`src/rtl/uart_pkg.sv`:
```
// Shared UART definitions: rx state encoding, frame geometry and default bit timing.
package uart_pkg;

    localparam int unsigned DATA_BITS            = 8;
    localparam int unsigned CLKS_PER_BIT_DEFAULT = 16;

    typedef enum logic [2:0] {
        IDLE,
        START,
        DATA,
        PARITY,
        STOP
    } rx_state_t;

endpackage

```
`src/rtl/uart_sync2.sv`:
```
// Two-flop synchronizer for an asynchronous line that idles high.
module uart_sync2 (
    input  logic clk,
    input  logic rst_n,
    input  logic d,
    output logic q
);

    logic meta;

    always_ff @(posedge clk or negedge rst_n) begin
        if (!rst_n) begin
            meta <= 1'b1;
            q    <= 1'b1;
        end else begin
            meta <= d;
            q    <= meta;
        end
    end

endmodule

```
`src/rtl/uart_rx.sv`:
```
// UART receiver: 8N1 by default, 8E1 when UART_RX_PARITY_EN is defined.
// Samples at bit centre derived from the start-bit falling edge.
module uart_rx
    import uart_pkg::*;
#(
    parameter int unsigned CLKS_PER_BIT = CLKS_PER_BIT_DEFAULT
) (
    input  logic                 fpga_clk,
    input  logic                 nrst,
    input  logic                 sin,
    output logic [DATA_BITS-1:0] dout,
    output logic                 dout_valid,
    output logic                 frame_err,
    output logic                 parity_err,
    output logic                 busy
);

    localparam int unsigned TICK_W = $clog2(CLKS_PER_BIT);
    localparam int unsigned BIT_W  = $clog2(DATA_BITS);
    localparam logic [TICK_W-1:0] HALF_LAST = TICK_W'(CLKS_PER_BIT / 2 - 1);
    localparam logic [TICK_W-1:0] FULL_LAST = TICK_W'(CLKS_PER_BIT - 1);
    localparam logic [BIT_W-1:0]  BIT_LAST  = BIT_W'(DATA_BITS - 1);

    rx_state_t            state;
    logic                 sin_s;
    logic                 sin_d;
    logic [TICK_W-1:0]    tick;
    logic [BIT_W-1:0]     bit_cnt;
    logic [DATA_BITS-1:0] shreg;
    logic                 tick_end;
`ifdef UART_RX_PARITY_EN
    logic                 par_bad;
`endif

    uart_sync2 u_sync (
        .clk   (fpga_clk),
        .rst_n (nrst),
        .d     (sin),
        .q     (sin_s)
    );

    assign tick_end = (tick == FULL_LAST);

`ifndef UART_RX_PARITY_EN
    assign parity_err = 1'b0;
`endif

    always_ff @(posedge fpga_clk or negedge nrst) begin
        if (!nrst) begin
            state      <= IDLE;
            sin_d      <= 1'b1;
            tick       <= '0;
            bit_cnt    <= '0;
            shreg      <= '0;
            dout       <= '0;
            dout_valid <= 1'b0;
            frame_err  <= 1'b0;
            busy       <= 1'b0;
`ifdef UART_RX_PARITY_EN
            par_bad    <= 1'b0;
            parity_err <= 1'b0;
`endif
        end else begin
            sin_d      <= sin_s;
            dout_valid <= 1'b0;
            frame_err  <= 1'b0;
`ifdef UART_RX_PARITY_EN
            parity_err <= 1'b0;
`endif
            case (state)
                IDLE: begin
                    // only a genuine high-to-low edge arms the receiver
                    if (sin_d && !sin_s) begin
                        state <= START;
                        tick  <= '0;
                        busy  <= 1'b1;
                    end
                end
                START: begin
                    if (tick == HALF_LAST) begin
                        tick <= '0;
                        if (!sin_s) begin
                            state   <= DATA;
                            bit_cnt <= '0;
                        end else begin
                            state <= IDLE;
                            busy  <= 1'b0;
                        end
                    end else begin
                        tick <= tick + TICK_W'(1);
                    end
                end
                DATA: begin
                    if (tick_end) begin
                        tick  <= '0;
                        shreg <= {sin_s, shreg[DATA_BITS-1:1]};
                        if (bit_cnt == BIT_LAST) begin
`ifdef UART_RX_PARITY_EN
                            state <= PARITY;
`else
                            state <= STOP;
`endif
                        end else begin
                            bit_cnt <= bit_cnt + BIT_W'(1);
                        end
                    end else begin
                        tick <= tick + TICK_W'(1);
                    end
                end
`ifdef UART_RX_PARITY_EN
                PARITY: begin
                    if (tick_end) begin
                        tick    <= '0;
                        par_bad <= (^shreg) ^ sin_s;
                        state   <= STOP;
                    end else begin
                        tick <= tick + TICK_W'(1);
                    end
                end
`endif
                STOP: begin
                    if (tick_end) begin
                        tick      <= '0;
                        state     <= IDLE;
                        busy      <= 1'b0;
                        frame_err <= !sin_s;
`ifdef UART_RX_PARITY_EN
                        parity_err <= par_bad;
                        if (sin_s && !par_bad) begin
`else
                        if (sin_s) begin
`endif
                            dout       <= shreg;
                            dout_valid <= 1'b1;
                        end
                    end else begin
                        tick <= tick + TICK_W'(1);
                    end
                end
                default: begin
                    state <= IDLE;
                    tick  <= '0;
                    busy  <= 1'b0;
                end
            endcase
        end
    end

endmodule

```
`config.mk`:
```
export PLATFORM = sky130hd
export DESIGN_NAME = uart_rx
export DESIGN_NICKNAME = d
export VERILOG_FILES = /design/src/rtl/uart_pkg.sv /design/src/rtl/uart_sync2.sv /design/src/rtl/uart_rx.sv
export SDC_FILE = /design/constraint.sdc
export NUM_CORES = 1
export LEC_CHECK = 0
export BUFFER_PORTS_ARGS = -buffer_cell sky130_fd_sc_hd__buf_4
export CORE_MARGIN = 3
export CORE_UTILIZATION = 61
export DETAILED_ROUTE_END_ITERATION = 16
export MAX_ROUTING_LAYER = met4
export PLACE_DENSITY = 0.82
export REMOVE_ABC_BUFFERS = 1
export SLEW_MARGIN = 30
export SYNTH_ARGS = -nofsm -noshare
export SYNTH_HDL_FRONTEND = slang
export SYNTH_SLANG_ARGS = --single-unit
```
`constraint.sdc`:
```
create_clock -name fpga_clk -period 2.6 [get_ports fpga_clk]
set_input_delay 0.39 -clock fpga_clk [delete_from_list [all_inputs] [get_ports fpga_clk]]
set_output_delay 0.39 -clock fpga_clk [all_outputs]
set_load 0.005 [all_outputs]
```
==> summary.md <==
| Metric | Value |
|---|---|
| Largest net degree at the start of global routing | 33 |
| Yosys reg bits | 32 |
| H-tree depth | 2 |
| Port bufs | 13 |
| Clk_skew | 0.0101 ns |
| # resized after CTS | 0 |
| Worst setup SP type | register |
| FP Rows | 17 |
| Fillers | 152 |
| Critical path's slowest cell | dfrtp_1 |
| Post-Syn Area | 0.00145 sq mm |
| Crit-path max FO | 5 |
| Layout cells sized above 1 | 36.9% |
| Post-CTS Setup Bufs | 0 |
| Critical path class | reg2reg |
| First-pass GRT wire length | 3730 um |
| Pre-antenna DRT Iters | 4 |
| Total negative setup slack | 0 ns |
| Static leakage | 0.845 nW |
| Seq/Total Area, Yosys | 55.4% |
| Status | finished clean |
| Synth Area per Inst | 12.8 sq um |
| Min Hold Slack | 0.170 ns |
| Setup slack, reg-to-reg | 0.84 ns |
| Max-cap check violation count | 0 |
| Vias per cell | 5.83 |
| TritonCTS Buffers | 5 |
| Min Tclk post-route | 1.76 ns |
| Initial Util | 65.0% |
| Skew-Pair Late Insertion Delay | 0.33 ns |
| Pins Over Slew Limit | 0 |
| Count of cell types in the netlist | 41 |
| Die width | 54.8 um |
| Most frequent cells after synthesis | 29 x dfrtp_1, 16 x mux2_2, 9 x nor2_1 |
| Root buffer selected by CTS | clkbuf_4 |
| Core area | 0.00223 sq mm |
| Maximum vdd drop | 0.000737 V |
| PD cells | 812 mW/mm^2 |
| Ys flop type | dfrtp_1 |
| DIE AREA | 0.00300 sq mm |
| Die Span Y | 54.8 um |
| Dominant cells by area after synthesis | dfrtp_1 50%, mux2_2 12%, dfstp_2 5.4% |
| Detail Route Antenna Nets | 0 |
| Total GRT Usage | 18.9% |
| CTS sink cnt | 32 |
| Fin nets | 135 |
| Routability cong. | 0.743 |
| Leading area contributor after synthesis | dfrtp_1 |
| Endpoints failing setup | 0 |
| Crit share post-route | 67.9% |
| Num ports | 15 |
| Initial DRC count | 19 |
| Storage element area | 805 sq um |
| Dpl hpwl | 1590 um |
| Clock-pin slew on the worst setup and hold paths | 0.09 ns |
| WL final | 2270 um |
| Multi-input logic area | 606 sq um |
| GR Overflow Total | 0 |
| Critical path arrival | 1.98 ns |
| Max Freq | 567 MHz |
| Vias | 921 |
| Placed cell area | 0.00156 sq mm |
| Async SR Flop Fraction | 100% |
| Synth top area share | 50.0% |
| Worst path top cell family by delay | flip-flops |
| Crit. End Element | register |
| Req. time, crit path | 2.81 ns |
| Vias in the first global route | 855 |
| CTS tree | built |
| WL/cell | 14.4 um |
| Initial antenna violation count | 0 |
| Synth Instances | 113 |
| RSZ-0062 raised after global routing | no |
| Fin. Hold Viols | 0 |
| HP Class | in2reg |
| Synth Warn # | 0 |
| Most frequent cell after synthesis | dfrtp_1 |
| Crit path cell chain | ha_1 -> and3b_4 -> nor4b_4 -> o221ai_2 -> mux2_1 |
| CP bufs+invs | 0 |
| Remaining DRCs | 0 |
| Clock buffer depth | 2 |
| Antenna cells | 0 |
| CP peak stage delay | 0.42 ns |
| Post-route cell area | 0.00166 sq mm |
| Area growth, synth to finish | 14.6% |
| Number of synthesized flops with an enable pin | 0 |
## power by group
part	leakage, nW	internal [mW]	total (mW)	switching (mW)
Sequential	0.427	0.551	0.644	0.0922
Combinational	0.367	0.137	0.293	0.156
Clock	0.0515	0.255	0.414	0.159
Total	0.845	0.944	1.35	0.407
## worst register-to-register path, cell delays in order (launching register included)
cell and delay, ns:
dfrtp_1 0.42, ha_1 0.26, and3b_4 0.23, nor4b_4 0.14
o221ai_2 0.26, mux2_1 0.35
## repair_timing
item                       CTS  global route
setup endpoints to repair    0             0
hold endpoints to repair    29             0
hold buffers                 1             0
## final cells by class
cell class	instances	share of cell area [%]
multi-input combinational	72	36.4
inverter	4	0.903
clock inverter	1	1.81
tap	28	2.11
sequential	32	48.4
timing repair buffer	14	6.47
clock buffer	7	3.91
## cells by family after synthesis
family | count (synthesis) | share of synthesized area [%]
other cells | 1 | 0.258
flops | 32 | 55.4
compound gates | 19 | 9.74
fa+ha+maj | 3 | 2.59
mux | 19 | 14.7
simple gates | 28 | 13.2
buf+inv | 9 | 2.84
xor+xnor | 2 | 1.21
## cells in the final DEF (no fill, tap or decap), drive strengths merged, types with 2 or more instances in the layout
| master | Yosys | final |
|---|---|---|
| dfstp | 3 | 3 |
| buf | 3 | 13 |
| inv | 4 | 4 |
| nor4b | 2 | 2 |
| ha | 3 | 3 |
| a22o | 2 | 2 |
| clkbuf | 2 | 7 |
| o21ai | 3 | 3 |
| nor2 | 9 | 9 |
| mux2 | 19 | 19 |
| dfrtp | 29 | 29 |
| a21oi | 4 | 4 |
| nand2 | 3 | 3 |
| nand3 | 4 | 4 |
| and3 | 3 | 3 |
## state kept, by name, summed over array words and instances, names as in the netlist
signal and count:
u_sync.q 1, state 3, sin_d 1, dout_valid 1
tick 4, dout 8, u_sync.meta 1, bit_cnt 3
busy 1, shreg 8, frame_err 1
## stage by stage
| stage | utilization, % | power [mW] | cells | worst slack (ns) |
|---|---|---|---|---|
| finish | 74.5 | 1.35 | 158 | 0.836 |
| global route | 74.5 | 1.43 | 158 | 0.683 |
| CTS | 74.5 | 1.36 | 158 | 0.822 |
| detailed placement | 69.7 | 0.940 | 149 | 0.836 |
| global placement | 69.7 | 0.920 | 149 | 0.905 |
| floorplan | - | 0.849 | 108 | 0.962 |
## routing by layer
metal  track usage [%]  vias to the layer above  wire length [um]
met2              28.7                       19              1050
met1              21.9                      455              1050
met3              7.63                        8               112
li1                  -                      439                 -
met5                 -                        -                 0
met4              8.30                        0                57
## path summary, 6_finish.rpt
| check | from | end | depth (start not counted) |
|---|---|---|---|
| hold / removal | sin | u_sync.meta$_DFF_PN1_ | 1 |
| setup / recovery | tick[0]$_DFFE_PN0P_ | bit_cnt[0]$_DFFE_PN0P_ | 5 |
| hold reg to reg | u_sync.meta$_DFF_PN1_ | u_sync.q$_DFF_PN1_ | 0 |
| max in group asynchronous | nrst | u_sync.q$_DFF_PN1_ | 2 |
| min in group asynchronous | nrst | shreg[0]$_DFFE_PN0P_ | 2 |
| setup reg to reg | tick[0]$_DFFE_PN0P_ | bit_cnt[0]$_DFFE_PN0P_ | 5 |
Note: power is estimated with default switching activity, not from simulation.
